[config.mk]
export PLATFORM = sky130hd
export DESIGN_NAME = timer_counter_flat
export DESIGN_NICKNAME = d
export VERILOG_FILES = /design/src/rtl/timer_counter_pkg.sv /design/src/rtl/timer_counter_if.sv /design/src/rtl/timer_counter.sv /design/src/flat_wrapper.sv
export SDC_FILE = /design/constraint.sdc
export NUM_CORES = 1
export LEC_CHECK = 0
export CAP_MARGIN = 0
export CORE_ASPECT_RATIO = 1.5
export CORE_MARGIN = 1.5
export CORE_UTILIZATION = 47
export DETAILED_ROUTE_END_ITERATION = 8
export DONT_BUFFER_PORTS = 1
export GPL_ROUTABILITY_DRIVEN = 0
export GPL_TIMING_DRIVEN = 0
export HOLD_SLACK_MARGIN = 0.03
export SYNTH_ARGS = -nofsm -noshare
export SYNTH_HDL_FRONTEND = slang
export SYNTH_SLANG_ARGS = --single-unit
[constraint.sdc]
create_clock -name clk -period 1.95 [get_ports clk]
set_clock_uncertainty 0.05 [all_clocks]
set_input_delay 0.4875 -clock clk [delete_from_list [all_inputs] [get_ports clk]]
set_output_delay 0.4875 -clock clk [all_outputs]
set_load 0.01 [all_outputs]
[src/rtl/timer_counter_pkg.sv]
// rtl/timer_counter_pkg.sv - shared register map, CTRL fields, MODE and FSM encodings for timer_counter
package timer_counter_pkg;

    localparam logic [1:0] ADDR_CTRL   = 2'd0;
    localparam logic [1:0] ADDR_PRESET = 2'd1;
    localparam logic [1:0] ADDR_COUNT  = 2'd2;
    localparam logic [1:0] ADDR_RSVD   = 2'd3;

    localparam int CTRL_EN_BIT   = 0;
    localparam int CTRL_MODE_LSB = 1;
    localparam int CTRL_MODE_MSB = 2;
    localparam int CTRL_IM_BIT   = 3;

    typedef enum logic [1:0] {
        MODE_ONESHOT = 2'd0,
        MODE_AUTO    = 2'd1,
        MODE_RSVD2   = 2'd2,
        MODE_RSVD3   = 2'd3
    } mode_e;

    typedef enum logic [1:0] {
        S_IDLE = 2'd0,
        S_LOAD = 2'd1,
        S_CNT  = 2'd2,
        S_INT  = 2'd3
    } state_e;

endpackage

[src/rtl/timer_counter_if.sv]
// rtl/timer_counter_if.sv - word-addressed register bus and interrupt line of timer_counter
interface timer_counter_if;
    logic [1:0]  addr;
    logic        we;
    logic [31:0] wdata;
    logic [31:0] rdata;
    logic        irq;

    modport master (output addr, output we, output wdata, input rdata, input irq);
    modport slave  (input addr, input we, input wdata, output rdata, output irq);
endinterface

[src/rtl/timer_counter.sv]
// rtl/timer_counter.sv - programmable down-counter timer with one-shot / auto-reload interrupt
// Optional macro TIMER_AUTORELOAD_EN enables MODE 1 (auto-reload with 1-cycle irq pulse).
module timer_counter
    import timer_counter_pkg::*;
(
    input  logic            clk,
    input  logic            reset,
    timer_counter_if.slave  bus
);

    logic        en;
    logic        im;
    mode_e       mode;
    logic [31:0] preset;
    logic [31:0] count;
    logic [31:0] count_next;
    logic        flag;
    logic        flag_next;
    logic        im_next;
    logic        irq_q;
    logic        hw_en_clr;
    logic        ctrl_wr;
    logic        preset_wr;
    logic [1:0]  wr_mode;
    logic        auto_mode;
    state_e      state;
    state_e      state_next;

    assign ctrl_wr   = bus.we && (bus.addr == ADDR_CTRL);
    assign preset_wr = bus.we && (bus.addr == ADDR_PRESET);

`ifdef TIMER_AUTORELOAD_EN
    assign wr_mode   = bus.wdata[CTRL_MODE_MSB:CTRL_MODE_LSB];
    assign auto_mode = (mode == MODE_AUTO);
`else
    assign wr_mode   = 2'b00;
    assign auto_mode = 1'b0;
`endif

    always_comb begin
        state_next = state;
        count_next = count;
        hw_en_clr  = 1'b0;
        case (state)
            S_IDLE: begin
                if (en) state_next = S_LOAD;
            end
            S_LOAD: begin
                count_next = preset;
                state_next = S_CNT;
            end
            S_CNT: begin
                if (!en) begin
                    state_next = S_IDLE;
                end else if (count > 32'd1) begin
                    count_next = count - 32'd1;
                end else begin
                    // 0 and 1 both expire here, so the counter never wraps
                    count_next = 32'd0;
                    state_next = S_INT;
                end
            end
            S_INT: begin
                if (auto_mode) begin
                    state_next = S_LOAD;
                end else begin
                    hw_en_clr  = 1'b1;
                    state_next = S_IDLE;
                end
            end
            default: state_next = S_IDLE;
        endcase
    end

    // irq is computed from next-cycle flag/IM so it rises on the same edge INT is entered
    always_comb begin
        im_next   = ctrl_wr ? bus.wdata[CTRL_IM_BIT] : im;
        flag_next = flag;
        if (auto_mode) begin
            flag_next = (state_next == S_INT);
        end else if ((state_next == S_INT) && (state != S_INT)) begin
            flag_next = 1'b1;
        end else if (ctrl_wr) begin
            flag_next = 1'b0;
        end
    end

    always_ff @(posedge clk) begin
        if (reset) begin
            state  <= S_IDLE;
            count  <= 32'd0;
            preset <= 32'd0;
            en     <= 1'b0;
            im     <= 1'b0;
            mode   <= MODE_ONESHOT;
            flag   <= 1'b0;
            irq_q  <= 1'b0;
        end else begin
            state <= state_next;
            count <= count_next;
            flag  <= flag_next;
            irq_q <= im_next & flag_next;
            if (ctrl_wr) begin
                en   <= bus.wdata[CTRL_EN_BIT];
                im   <= bus.wdata[CTRL_IM_BIT];
                mode <= mode_e'(wr_mode);
            end else if (hw_en_clr) begin
                en <= 1'b0;
            end
            if (preset_wr) preset <= bus.wdata;
        end
    end

    always_comb begin
        bus.rdata = 32'd0;
        case (bus.addr)
            ADDR_CTRL:   bus.rdata = {28'd0, im, mode, en};
            ADDR_PRESET: bus.rdata = preset;
            ADDR_COUNT:  bus.rdata = count;
            ADDR_RSVD:   bus.rdata = 32'd0;
            default:     bus.rdata = 32'd0;
        endcase
    end

    assign bus.irq = irq_q;

endmodule

[src/flat_wrapper.sv]
// flat-port wrapper written by rule: the top's interface ports become plain ports
module timer_counter_flat import timer_counter_pkg::*;
  (clk, reset, bus_addr, bus_we, bus_wdata, bus_rdata, bus_irq);
  timer_counter_if bus_i ();
  input  logic clk;
  input  logic reset;
  input wire logic [$bits(bus_i.addr)-1:0] bus_addr;
  input wire logic [$bits(bus_i.we)-1:0] bus_we;
  input wire logic [$bits(bus_i.wdata)-1:0] bus_wdata;
  output wire logic [$bits(bus_i.rdata)-1:0] bus_rdata;
  output wire logic [$bits(bus_i.irq)-1:0] bus_irq;
  assign bus_i.addr = bus_addr;
  assign bus_i.we = bus_we;
  assign bus_i.wdata = bus_wdata;
  assign bus_rdata = bus_i.rdata;
  assign bus_irq = bus_i.irq;
  timer_counter u_core (.clk(clk), .reset(reset), .bus(bus_i));
endmodule
==> flow_summary.ini <==
[timing]
hold_violations = 0
worst_slack_ns = -0.278
finalSetupViolCount = 33
layout_min_cycle_time_ns = 2.23
whs_ns = 0.228
slew_violations = 0
rsz0062_at_grt = yes
max_freq_mhz = 449
relSlewSlack_pct = 52.1
period_share_pct = 114
final.setup.tns_ns = -6.25
max_slew.worst_pin.slew_ns = 0.718

[global_route]
grt_pass1_vias = 4102
grt_pass1_wl_um = 22600
antenna_found_initial = 0
grt_max_degree = 11
grt_overflow_total = 0
grtUsageTotal_pct = 34.5

[placement]
io_buffers = 0
dp_hpwl_um = 10000
place_area_um2 = 3980

[critical_path]
crit_fanout = 5
worstSetupStartpoint = u_core.count[26]$_SDFFE_PP0P_
crit_type = reg -> reg
cpMaxStageDelayCell = or4_4
slowest_delay_ns = 0.53
cp_data_arrival_time_ns = 2.37
end_kind = flip-flop
critPathRequiredTime_ns = 2.09
r2r-end = u_core.count[8]$_SDFFE_PP0P_
critPathLaunchType = flip-flop
crit_buf_inv = 3
worstSetupEndpoint = u_core.count[8]$_SDFFE_PP0P_
worstPathCellList = or4_4 > or2_4 > nor4_4 > buf_6 > buf_12 > buf_4 > nor4_2 > a31oi_4 > a21oi_1
r2r_setup_slack_ns = -0.28
path_depth = 9
reg2reg_depth = 9
crit_family = simple AND/OR/NAND/NOR gates
r2r_start = u_core.count[26]$_SDFFE_PP0P_

[route]
avgRoutedWirePerCell_um = 23.7
ant_nets = 0
via_per_inst = 6.76
vias = 4304
drt_iter0_markers = 558
first_pass_iters = 8
routed_wirelength_um = 15100
drc = 0

[floorplanning]
core_area_um2 = 7960
die_h_um = 113
die_area_um2 = 8660
ios = 70
rows = 40
dieWidth_um = 76.5
start_util_pct = 47.9

[cts]
cts.reportedPaths.clkPinSlew_ns = 0.05
clk_path_buf_depth = 2
htreeDepth = 3
cts-root-buf = clkbuf_16
cts_hold_buf = 0
cts_tree = yes
insertion_delay_ns = 0.34
cts_buffers = 9
cts.sinks = 70

[pwr]
power_frac_comb_pct = 12.2
p_clk_share_pct = 45.4
powerDensity_nw_per_um2 = 706
sequentialPowerShare_pct = 42.4
leakage_nw = 1.86
swShare_pct = 25.2
internal_power_w = 0.00262
p_sw_w = 0.000886
ir_drop_mv = 0.523

[synthesis]
synth-seq-cells = 70
syn_area_per_cell_um2 = 7.87
syn_nets = 523
ys.flop_type = dfxtp_1
syn-cell-area_um2 = 3810
synth_edf_count = 0
netlist_instances = 484
synth_area_leaders = dfxtp_1 37%, nand2_1 9.6%, a21oi_1 7.2%, a22o_1 6.7%, a22oi_1 2.6%
synthArstFlopShare_pct = 0
yosys.area.top_type_share_pct = 36.8
ys_seq_area_share_pct = 36.8
yosys_warnings = 0
yosysUniqueCellTypes = 57
synth_largest_area_cell = dfxtp_1

[cells_and_area]
syn_to_final_growth_pct = 30.5
final_common_cell = nand2_1
insertedDiodeCount = 0
drive_above_1_share_pct = 27.4
final_cell_mix = 96 x nand2_1, 60 x dfxtp_1, 51 x a21oi_1
postLayoutCellArea_um2 = 4970
final_net_count = 569

[job]
maxCapViolCount = 0

[run_status]
violations = negative setup slack
outcome = finished, violations left

[worst_hold_path]
hp-class = in -> reg
metal layers:
layer / track usage, % / vias up / share of wire (%)
met1: 38.9 / 2025 / 36
met5: 0 / - / 0
met2: 55.8 / 296 / 48
met4: 25.7 / 0 / 6.1
met3: 8.95 / 95 / 9.9
li1: - / 1888 / -
how the worst min path moves through the flow:
stage	depth (start not counted)	start	to
2_1_floorplan	2	u_core.preset[24]$_SDFFE_PP0P_	u_core.preset[24]$_SDFFE_PP0P_
3_3_place_gp	2	u_core.preset[27]$_SDFFE_PP0P_	u_core.preset[27]$_SDFFE_PP0P_
3_5_place_dp	2	u_core.preset[13]$_SDFFE_PP0P_	u_core.count[13]$_SDFFE_PP0P_
4_1_cts	2	bus_wdata[7]	u_core.preset[7]$_SDFFE_PP0P_
5_1_grt	2	bus_wdata[20]	u_core.preset[20]$_SDFFE_PP0P_
6_report	2	bus_wdata[26]	u_core.preset[26]$_SDFFE_PP0P_
cell families (layout without fill, tap and decap cells):
group | count (synthesis) | in the layout | share of synthesized area (%)
DFF | 70 | 70 | 36.8
buffers and inverters | 41 | 89 | 5.85
AOI/OAI and AO/OA | 154 | 154 | 27.0
adders and majority gates | 2 | 2 | 0.657
muxes | 3 | 3 | 0.788
and+or+nand+nor | 212 | 212 | 28.4
xor gates and xnor gates | 2 | 2 | 0.460
sequential cells by signal, indices dropped and copies added (netlist names):
signal	flops
u_core.bus.irq	1
u_core.count	32
u_core.en	1
u_core.flag	1
u_core.im	1
u_core.preset	32
u_core.state	2
synthesized netlist by cell type (3+ instances only):
master	count
nand2_1	97
dfxtp_1	70
a21oi_1	55
a22o_1	29
clkbuf_1	26
nor2_1	26
nand3_1	19
nor3_1	16
a31oi_1	15
a22oi_1	13
nor4_1	9
o21ai_0	8
and2_1	7
nand4_1	6
nor2b_1	6
inv_1	5
o21ai_1	5
a221oi_1	4
clkbuf_8	4
nor4_2	4
o211ai_1	4
a32o_1	3
and3_1	3
buf_6	3
mux2i_1	3
or2_1	3
through the flow:
step	total power [W]	utilization, %	worst slack [ns]	std cells
floorplan	0.00171	-	-0.121	484
global placement	0.00181	50.1	-0.728	589
detailed placement	0.00181	50.1	-0.692	589
CTS	0.00346	60.1	-0.319	628
global route	0.00359	62.5	-0.340	637
finish	0.00351	62.5	-0.278	637
what timing repair did:
item	CTS	global route
resized for setup	81	34
gates cloned	1	0
pin swaps	48	18
setup buffers	26	10
setup endpoints to repair	68	55
area by class of cell:
type / instances / area (um2)
sequential: 70 / 1420
buffer: 34 / 243
clock inverter: 2 / 35.0
multi-input combinational: 373 / 2550
fill: 733 / 2990
inverter: 5 / 21.3
tap: 105 / 131
timing repair buffer: 37 / 334
clock buffer: 11 / 243
power by group through the flow:
stage / clock network (W) / logic, W / registers, W
2_1_floorplan: 0 / 0.000202 / 0.00150
5_1_grt: 0.00165 / 0.000446 / 0.00149
6_report: 0.00159 / 0.000427 / 0.00149
3_3_place_gp: 0 / 0.000291 / 0.00152
3_5_place_dp: 0 / 0.000291 / 0.00152
4_1_cts: 0.00159 / 0.000377 / 0.00149
No activity file was read; power rests on OpenSTA's default activity.
